File: config.mk
export PLATFORM = sky130hd
export DESIGN_NAME = rtc_spi_bridge
export DESIGN_NICKNAME = d
export VERILOG_FILES = /design/src/rtl/rtc_pkg.sv /design/src/rtl/sync_edge_det.sv /design/src/rtl/rtc_spi_bridge.sv
export SDC_FILE = /design/constraint.sdc
export NUM_CORES = 1
export LEC_CHECK = 0
export ABC_AREA = 1
export CORE_MARGIN = 1
export CORE_UTILIZATION = 45
export DETAILED_ROUTE_END_ITERATION = 10
export PLACE_DENSITY_LB_ADDON = 0.1
export SYNTH_ARGS = -nofsm -noshare
export SYNTH_HDL_FRONTEND = slang
export SYNTH_SLANG_ARGS = --single-unit
File: constraint.sdc
create_clock -name clk -period 4.36 [get_ports clk]
set_clock_uncertainty 0.15 [all_clocks]
set_input_delay 1.308 -clock clk [delete_from_list [all_inputs] [get_ports clk]]
set_output_delay 1.308 -clock clk [all_outputs]
set_load 0.05 [all_outputs]
File: src/rtl/rtc_pkg.sv
// Shared frame constants and FSM encoding for the RTC SPI bridge.
package rtc_pkg;
  localparam int FRAME_BITS = 16;
  localparam int CMD_BITS   = FRAME_BITS / 2;
  localparam int RW_READ    = 15;
  localparam int CMD_RW_BIT = RW_READ - CMD_BITS;
  localparam int RTC_ADDR_W = 4;
  localparam int RTC_DATA_W = 8;
  localparam int BIT_CNT_W  = $clog2(FRAME_BITS);

  typedef enum logic [2:0] {
    ST_IDLE, ST_CMD, ST_FETCH, ST_LOAD, ST_DATA, ST_COMMIT, ST_DONE
  } rtc_state_t;
endpackage

File: src/rtl/sync_edge_det.sv
// N-stage synchronizer with single-cycle rise/fall pulses on the synchronized level.
module sync_edge_det #(
  parameter int   STAGES  = 2,
  parameter logic RST_VAL = 1'b0
) (
  input  logic clk,
  input  logic rst_n,
  input  logic d,
  output logic q,
  output logic rise,
  output logic fall
);
  logic [STAGES-1:0] chain;
  logic              last;
  logic [STAGES:0]   vld_pipe;

  // Edges stay masked until the chain and the history flop hold real samples,
  // so a level held across reset never looks like a fresh edge.
  always_ff @(posedge clk or negedge rst_n) begin
    if (!rst_n) begin
      chain    <= {STAGES{RST_VAL}};
      last     <= RST_VAL;
      vld_pipe <= '0;
    end else begin
      chain[0] <= d;
      for (int i = 1; i < STAGES; i++) chain[i] <= chain[i-1];
      last     <= chain[STAGES-1];
      vld_pipe <= {vld_pipe[STAGES-1:0], 1'b1};
    end
  end

  assign q    = chain[STAGES-1];
  assign rise = vld_pipe[STAGES] &  q & ~last;
  assign fall = vld_pipe[STAGES] & ~q &  last;
endmodule

File: src/rtl/rtc_spi_bridge.sv
// SPI mode-0 target translating 16-bit command/data frames into register-file
// read and write strobes; read data returns on MISO during the data byte.
module rtc_spi_bridge import rtc_pkg::*; #(
  parameter int ADDR_W      = RTC_ADDR_W,  // must be <= 7
  parameter int DATA_W      = RTC_DATA_W,
  parameter int SYNC_STAGES = 2
) (
  input  logic              clk,
  input  logic              rst_n,
  input  logic              spi_sclk,
  input  logic              spi_cs_n,
  input  logic              spi_mosi,
  output logic              spi_miso,
  output logic              spi_miso_oe,
  output logic [ADDR_W-1:0] rf_addr,
  output logic [DATA_W-1:0] rf_wdata,
  output logic              rf_write_en,
  output logic              rf_read_en,
  input  logic [DATA_W-1:0] rf_rdata,
  output logic              busy,
  output logic              frame_err
);
  logic sclk_q, sclk_rise, sclk_fall;
  logic cs_q, cs_rise, cs_fall;
  logic [SYNC_STAGES-1:0] mosi_chain;
  logic mosi_q;

  sync_edge_det #(.STAGES(SYNC_STAGES), .RST_VAL(1'b0)) u_sclk_sync (
    .clk(clk), .rst_n(rst_n), .d(spi_sclk),
    .q(sclk_q), .rise(sclk_rise), .fall(sclk_fall)
  );

  sync_edge_det #(.STAGES(SYNC_STAGES), .RST_VAL(1'b1)) u_cs_sync (
    .clk(clk), .rst_n(rst_n), .d(spi_cs_n),
    .q(cs_q), .rise(cs_rise), .fall(cs_fall)
  );

  // One stage deeper than the edge path would be late; same depth keeps MOSI
  // aligned with the detected sclk rising edge.
  always_ff @(posedge clk or negedge rst_n) begin
    if (!rst_n) begin
      mosi_chain <= '0;
    end else begin
      mosi_chain[0] <= spi_mosi;
      for (int i = 1; i < SYNC_STAGES; i++) mosi_chain[i] <= mosi_chain[i-1];
    end
  end
  assign mosi_q = mosi_chain[SYNC_STAGES-1];

  rtc_state_t             state;
  logic [BIT_CNT_W-1:0]   bit_cnt;
  logic [DATA_W-2:0]      rx_sr;
  logic [DATA_W-1:0]      rx_next;
  logic [DATA_W-1:0]      tx_sr;
  logic                   is_read;
  logic                   cmd_edge, last_edge, abort;

  assign rx_next   = {rx_sr, mosi_q};
  assign cmd_edge  = sclk_rise && (bit_cnt == BIT_CNT_W'(CMD_BITS - 1));
  assign last_edge = sclk_rise && (bit_cnt == BIT_CNT_W'(FRAME_BITS - 1));
  // A CS release coinciding with the 16th edge completes the frame rather than aborting it.
  assign abort     = cs_rise && (state inside {ST_CMD, ST_FETCH, ST_LOAD, ST_DATA})
                     && !(state == ST_DATA && last_edge);

  always_ff @(posedge clk or negedge rst_n) begin
    if (!rst_n) begin
      state       <= ST_IDLE;
      bit_cnt     <= '0;
      rx_sr       <= '0;
      tx_sr       <= '0;
      is_read     <= 1'b0;
      spi_miso    <= 1'b0;
      spi_miso_oe <= 1'b0;
      rf_addr     <= '0;
      rf_wdata    <= '0;
      rf_write_en <= 1'b0;
      rf_read_en  <= 1'b0;
      busy        <= 1'b0;
      frame_err   <= 1'b0;
    end else begin
      rf_write_en <= 1'b0;
      rf_read_en  <= 1'b0;
      frame_err   <= 1'b0;
      busy        <= ~cs_q;
      if (abort) begin
        state       <= ST_IDLE;
        frame_err   <= 1'b1;
        spi_miso    <= 1'b0;
        spi_miso_oe <= 1'b0;
      end else begin
        case (state)
          ST_IDLE: begin
            spi_miso    <= 1'b0;
            spi_miso_oe <= 1'b0;
            // Mode 0: a frame only starts with sclk parked low.
            if (cs_fall && !sclk_q) begin
              state   <= ST_CMD;
              bit_cnt <= '0;
            end
          end
          ST_CMD: begin
            if (sclk_rise) begin
              rx_sr   <= rx_next[DATA_W-2:0];
              bit_cnt <= bit_cnt + 1'b1;
            end
            if (cmd_edge) begin
              rf_addr <= rx_next[ADDR_W-1:0];
              is_read <= rx_next[CMD_RW_BIT];
              if (rx_next[CMD_RW_BIT]) begin
                state      <= ST_FETCH;
                rf_read_en <= 1'b1;
              end else begin
                state <= ST_DATA;
              end
            end
          end
          ST_FETCH: state <= ST_LOAD;
          ST_LOAD: begin
            tx_sr       <= rf_rdata;
            spi_miso_oe <= 1'b1;
            state       <= ST_DATA;
          end
          ST_DATA: begin
            if (last_edge) begin
              spi_miso_oe <= 1'b0;
              if (is_read) begin
                state <= ST_DONE;
              end else begin
                rf_wdata    <= rx_next;
                rf_write_en <= 1'b1;
                state       <= ST_COMMIT;
              end
            end else if (sclk_rise) begin
              rx_sr   <= rx_next[DATA_W-2:0];
              bit_cnt <= bit_cnt + 1'b1;
            end
            if (sclk_fall && is_read) begin
              spi_miso <= tx_sr[DATA_W-1];
              tx_sr    <= {tx_sr[DATA_W-2:0], 1'b0};
            end
          end
          ST_COMMIT: state <= ST_DONE;
          ST_DONE:   if (cs_q) state <= ST_IDLE;
          default:   state <= ST_IDLE;
        endcase
      end
    end
  end
endmodule

**After elaboration in Yosys (flattened, before gate mapping)**

Index checks and enable logic that the tools add are counted.

- Register bits: 55
- Latch bits: 0
- Memory bits (writable): 0
- Memory bits (read-only): 0
- Bits of input ports: 13
- Logic and storage cells: 107
- Memories kept: 0

- Add/sub/neg operators: 1
- Multipliers: 0
- Div/mod/pow operators: 0
- $lt $le $gt $ge: 0
- Eq/ne operators: 16
- Shift-type cells: 0
- Muxes and demuxes: 32
- Bitwise gates (word level): 14
- Reductions and logical operators: 24

Operators with widths:

| operator | number |
|---|---|
| $pmux 3 s7 | 1 |
| $mux 3 | 6 |
| $pmux 8 s2 | 1 |
| $mux 7 | 2 |
| $pmux 7 s2 | 1 |
| $mux 1 | 13 |
| $mux 4 | 3 |
| $pmux 4 s3 | 1 |
| $reduce_and 4->1 | 3 |
| $eq 3x3->1 const B | 3 |
| $ne 3x3->1 const B | 3 |
| $reduce_and 3->1 | 3 |
| $and 1x1->1 | 8 |
| $mux 8 | 1 |
| $reduce_bool 4->1 | 2 |
| $logic_and 1x1->1 | 7 |
| $eq 3x2->1 const B | 2 |
| $ne 3x2->1 const B | 2 |
| $not 1->1 | 6 |
| $reduce_bool 3->1 | 2 |
| $add 4x1->4 const B | 1 |
| $eq 4x3->1 const B | 1 |
| $eq 4x4->1 const B | 1 |
| $ne 2x2->1 const B | 2 |
| 9 further kinds | 12 |

**Longest topological paths before layout**

Gate-level depths: netlist of run 1.

- Word-level depth: 8
- Depth in mapped cells: 10

**Modules after synthesis**

Synthesis of run 1 repeated with hierarchy kept, for this count alone.

- Cells, all modules: 280
- Area, all modules: 2473.6 µm²

Modules (own cells, without submodules):

| module | times used | cells each | area an instance (µm²) | seq. area each (µm²) |
|---|---|---|---|---|
| rtc_spi_bridge | 1 | 258 | 2132.0 | 1076.0 |
| sync_edge_det at u_cs_sync | 1 | 11 | 172.7 | 153.9 |
| sync_edge_det at u_sclk_sync | 1 | 11 | 168.9 | 150.1 |

**Worst setup path after synthesis of run 1**

No wires, ideal clock.

- Path kind: reg-to-output
- Start: register rf_addr[0]
- End: output port rf_addr[0]
- Data arrival time: 601 ps
- Required time: 2902 ps
- Slack: 2301 ps
- Cell stages (with the launch flop): 1
- Buffers on the path: 0
- Path through: dfrtp_1

RTL lines:

| what | line | RTL |
|---|---|---|
| start: declaration | rtc_spi_bridge.sv:15 | `output logic [ADDR_W-1:0] rf_addr,` |
| start signal: assignment | rtc_spi_bridge.sv:107 | `rf_addr <= rx_next[ADDR_W-1:0];` |

No word-level cell between the ends.

**Worst setup path after layout of run 1**

- Start: register rf_wdata[0]
- End: output port rf_wdata[0]

RTL lines:

| what | line | RTL |
|---|---|---|
| start: declaration | rtc_spi_bridge.sv:16 | `output logic [DATA_W-1:0] rf_wdata,` |
| start signal: assignment | rtc_spi_bridge.sv:129 | `rf_wdata <= rx_next;` |

No word-level cell between the ends.

==> results of run 1 <==
-- per-stage QoR --
| stage | area [um2] | hold WS (ns) | utilization, % | setup slack (ns) |
|---|---|---|---|---|
| after floorplan | 2410 | 0.1812 | - | 2.301 |
| after global placement | 2754 | 0.1856 | 53.58 | 1.776 |
| after detailed placement | 2754 | 0.1903 | 53.58 | 1.756 |
| after CTS | 2861 | 0.2096 | 55.67 | 1.409 |
| after global routing | 2861 | 0.2130 | 55.67 | 1.362 |
| final | 2861 | 0.2086 | 55.67 | 1.431 |
-- cell families after synthesis --
group	count (synthesis)	synth area share [%]
adder cells (fa/ha/maj)	1	0.5191
AO/OA/AOI/OAI	24	6.491
AND/OR/NAND/NOR	170	31.10
flip-flops	52	54.15
buffers and inverters	36	6.854
other	1	0.1556
XOR/XNOR	2	0.7270
-- state kept, by name, summed over array words and instances, names as in the netlist --
register	cells
state	3
frame_err	1
rf_read_en	1
rf_addr	4
u_cs_sync.chain	2
u_sclk_sync.last	1
u_sclk_sync.chain	2
u_cs_sync.last	1
rf_write_en	1
bit_cnt	4
u_cs_sync.vld_pipe	3
mosi_chain	2
tx_sr	8
spi_miso	1
rf_wdata	8
spi_miso_oe	1
is_read	1
busy	1
rx_sr	7
-- worst max path at each step --
| stage | start | endpoint | slack [ns] | cells past startpoint |
|---|---|---|---|---|
| final | rf_wdata[0] | rf_wdata[0] | 1.43 | 1 |
| after global routing | rf_wdata[5] | rf_wdata[5] | 1.36 | 1 |
| after CTS | rf_wdata[0] | rf_wdata[0] | 1.41 | 1 |
| after detailed placement | rf_wdata[0] | rf_wdata[0] | 1.76 | 1 |
| after global placement | rf_wdata[1] | rf_wdata[1] | 1.78 | 1 |
| after floorplan | rf_addr[0] | rf_addr[0] | 2.30 | 0 |
-- metal layers --
metal | up-vias | global-route usage, % | part of all wire, %
met3 | 13 | 4.150 | 4.9
met5 | - | 0 | 0
li1 | 958 | - | -
met2 | 44 | 29.53 | 46
met4 | 0 | 6.584 | 2.0
met1 | 877 | 24.59 | 47
-- final cells by class --
| type | instances | share of cell area (%) |
|---|---|---|
| clock inverters | 2 | 1.224 |
| clock buffers | 6 | 2.536 |
| well taps | 70 | 3.061 |
| multi-input cells | 198 | 32.84 |
| inverters | 31 | 4.154 |
| repair buffers | 31 | 10.58 |
| flip-flops and latches | 52 | 45.61 |
-- synth_stat cells --
library cell,instances,area (um2)
a21oi_1,8,40.04
a21oi_4,1,16.27
and3_1,1,6.260
buf_2,1,5.000
buf_4,1,7.510
buf_6,3,33.78
conb_1,1,3.750
dfrtp_1,49,1226
dfstp_2,3,78.83
ha_1,1,12.51
inv_1,27,101.4
inv_2,3,11.26
inv_4,1,6.260
nand2_1,99,371.6
nand2_2,6,37.54
nand2_4,2,22.52
nand3_1,29,145.1
nand3_2,2,20.02
nand3_4,1,17.52
nand4_1,2,12.51
nor2_1,23,86.33
nor2_2,4,25.02
nor3_1,1,5.000
o211ai_2,1,12.51
o21a_1,1,7.510
o21ai_0,6,30.03
o21ai_1,5,25.02
o21ai_2,1,8.760
o21ai_4,1,16.27
xnor2_1,1,8.760
xor2_1,1,8.760
-- power breakdown --
part | total, mW | switching (mW) | internal [mW] | leakage, nW
sequential | 0.646 | 0.0766 | 0.570 | 0.658
combinational | 0.483 | 0.320 | 0.162 | 0.730
clock | 0.324 | 0.153 | 0.171 | 0.0552
==> results.cfg, run 1 <==
[cells_and_area]
syn2layout_area_growth_pct = 18.74
drive_above_1_share_pct = 10.94
finalNetCount = 333
regArea_mm2 = 0.001305
final_cell_mix = nand2_1, dfrtp_1, nand3_1, clkdlybuf4s50_1, inv_1
multi_input_area_um2 = 939.7
fill_cells = 512
finalNonFillerCells = 390
diodes = 0
layout_commonest_cell = nand2_1

[clocking]
cts_buffer_depth = 2
postCtsHoldBufs = 0
cts_buffers = 5
htree_levels = 2
tritoncts = done
cts_num_sinks = 52
postCtsSetupRepairBufs = 0
cts-resized-gates = 0
clk_pin_slew_ns = 0.09
root_buffer = clkbuf_8
clkLatencyLatePin_ns = 0.30

[global_routing]
track_usage_pct = 18.38
grt-ovfl-total = 0
grt_pass1_wl_um = 7748
grt_pass1_vias = 1738
grt_start_max_net_pins = 30
antenna_found_initial = 0

[critical_path]
crit_chain = clkdlybuf4s50_1
slowest_stage = clkdlybuf4s50_1
critPathKind = reg -> out
critical_path_arrival_ns = 1.47
crit_required_ns = 2.90
start_kind = flop
end_kind = output pin
crit_buf_inv = 1
crit_family = buffers and inverters
critPathMaxStageDelay_ns = 0.81
reg2reg_from = state[0]
worstRegToRegCells = 8
r2r_end = tx_sr[0]
cp_max_fo = 2
rrSetupSlack_ns = 2.21

[synthesis]
syn-num-nets = 300
synth-seq-area-share_pct = 54.15
ys_ff_latch = 52
synth_area_mm2 = 0.002410
synth.avg_cell_area_um2 = 8.426
netlist_instances = 286
ys_warn_count = 0
synth_cell_types = 31

[placement]
dp_hpwl_um = 3303
dpl.cell_count = 382
portBuffers = 30
gp_congestion = 0.9122

[routing]
post_drt_via_cell_ratio = 4.851
vias = 1892
routed_wl_um = 4615
drtPass1Iterations = 5
drtIter0Drc = 114
post-route-drc-count = 0
wl_per_cell_um = 11.83
ant_nets = 0

[run_status]
status = finished clean

[timing]
period_minus_slack_ns = 2.929
setup_violations = 0
max_freq_ghz = 0.3415
finalHoldViolCount = 0
grt_setup_unrepaired = no
worst_slew_pin_slew_ns = 0.5474
fin_setup_tns_ns = 0
period_share_pct = 67.17
relSlewSlack_pct = 63.51
slew_viol_final = 0

[die]
die_w_um = 75.18
core-area_mm2 = 0.005140
num_rows = 26
pin_count = 31
initial_utilization_pct = 46.88
fp.dieH_um = 75.18
fp.dieArea_mm2 = 0.005652

[pwr]
leakage_nw = 1.443
power_density_mw_per_mm2 = 507.8
fin_total_pwr_mw = 1.453
ir_drop_mv = 0.2582

[flow_run]
drv_cap = 0

[min_path]
hp-class = reg -> reg
worstHoldPathCells = 0
min_to = u_cs_sync.chain[1]
hold_start = u_cs_sync.chain[0]
No activity file was read; power rests on OpenSTA's default activity.
==> run 2, diff against run 1 <==
==> constraint.sdc (replaced) <==
create_clock -name clk -period 2.9 [get_ports clk]
set_clock_uncertainty 0.15 [all_clocks]
set_input_delay 0.87 -clock clk [delete_from_list [all_inputs] [get_ports clk]]
set_output_delay 0.87 -clock clk [all_outputs]
set_load 0.05 [all_outputs]
==> run 2 against run 1 <==
Net effect:
- core utilization fell by 0.073 points
- worst setup slack got worse by 1.0 ns
- via count down 0.90%
- clock power grew 31%
- wire length down 2.3%
- first-iteration DRC count shrank 32%
- final area decreased by 0.13%
- combinational power rose by 50%
- global-route usage decreased by 0.13 points
- final cell count unchanged
- worst hold slack improved by 0.00054 ns
- flip-flop and latch count did not move
- critical path type unchanged
==> results.cfg, run 2 (synthesis gave the netlist of run 1 again) <==
[timing]
finalHoldViolCount = 0
grt_setup_unrepaired = no
period_share_pct = 86.48
max_freq_ghz = 0.3987
worst_slew_pin_slew_ns = 0.5145
fin_setup_tns_ns = 0
setup_violations = 0
slew_viol_final = 0
relSlewSlack_pct = 65.70
period_minus_slack_ns = 2.508

[routing]
wl_per_cell_um = 11.57
vias = 1875
ant_nets = 0
post_drt_via_cell_ratio = 4.808
routed_wl_um = 4511
drtIter0Drc = 78
post-route-drc-count = 0
drtPass1Iterations = 4

[die]
core-area_mm2 = 0.005140
num_rows = 26
initial_utilization_pct = 46.88
pin_count = 31
die_w_um = 75.18
fp.dieH_um = 75.18
fp.dieArea_mm2 = 0.005652

[cells_and_area]
reg.largest.list = rf_wdata x8, tx_sr x8, rx_sr x7
regArea_mm2 = 0.001305
finalNonFillerCells = 390
diodes = 0
final_util_pct = 55.60
final_cell_mix = nand2_1, dfrtp_1, nand3_1, clkdlybuf4s50_1, inv_1
final_area_mm2 = 0.002858
syn2layout_area_growth_pct = 18.59
layout_commonest_cell = nand2_1
fill_cells = 514
finalNetCount = 333
drive_above_1_share_pct = 11.25
multi_input_area_um2 = 939.7

[placement]
gp_congestion = 0.9217
portBuffers = 30
dpl.cell_count = 382
placed_cell_area_mm2 = 0.002766
dp_hpwl_um = 3214

[clocking]
cts_buffers = 5
root_buffer = clkbuf_8
cts-resized-gates = 0
cts_buffer_depth = 2
postCtsSetupRepairBufs = 0
tritoncts = done
cts_num_sinks = 52
clkLatencyLatePin_ns = 0.31
postCtsHoldBufs = 0
htree_levels = 2
clk_pin_slew_ns = 0.10

[min_path]
hp-class = reg -> reg

[global_routing]
track_usage_pct = 18.25
grt_pass1_vias = 1673
grt_pass1_wl_um = 7638
grt-ovfl-total = 0
antenna_found_initial = 0
grt_start_max_net_pins = 32

[critical_path]
cp_max_fo = 2
end_kind = output pin
crit_chain = clkdlybuf4s50_1
critical_path_arrival_ns = 1.49
start_kind = flop
critPathMaxStageDelay_ns = 0.80
crit_buf_inv = 1
crit_required_ns = 1.88
slowest_stage = clkdlybuf4s50_1
critPathKind = reg -> out
crit_family = buffers and inverters

[run_status]
status = finished clean

[pwr]
ir_drop_mv = 0.3336
fin_total_pwr_mw = 2.119
power_density_mw_per_mm2 = 741.3
leakage_nw = 1.441

[flow_run]
drv_cap = 0
-- run 2: path summary, 6_finish.rpt --
kind                                        from                    end  slack, ns  cells past startpoint
min in group asynchronous                  rst_n            rf_wdata[5]       0.37                      1
max reg2reg                             state[0]               tx_sr[0]       0.78                      8
min                        u_cs_sync.vld_pipe[1]  u_cs_sync.vld_pipe[2]       0.21                      0
max in group asynchronous                  rst_n     u_cs_sync.chain[0]       1.62                      2
max                                  rf_wdata[5]            rf_wdata[5]       0.39                      1
min reg2reg                u_cs_sync.vld_pipe[1]  u_cs_sync.vld_pipe[2]       0.21                      0
-- run 2: layer usage --
layer	global-route usage, %	vias to the layer above	wire length (um)
met5	0	-	0
met4	7.202	0	69
met3	4.016	7	162
met2	28.03	42	2019
met1	25.35	867	2260
li1	-	959	-
-- run 2: through the flow --
stage / setup WS [ns] / hold slack (ns)
after floorplan: 1.279 / 0.1812
after global placement: 0.7441 / 0.1861
after detailed placement: 0.7311 / 0.1863
after CTS: 0.3734 / 0.2128
after global routing: 0.3306 / 0.2173
final: 0.3920 / 0.2091
-- run 2: power by group --
part	internal, mW	switching (mW)
Combinational	0.246	0.478
Sequential	0.856	0.115
Clock	0.173	0.250
Total	1.28	0.843
-- run 2: layout make-up --
class	count	area share [%]
flip-flops and latches	52	45.67
multi-input cells	198	32.88
repair buffers	31	11.03
inverters	31	4.159
well taps	70	3.065
clock buffers	5	2.408
clock inverters	3	0.7881
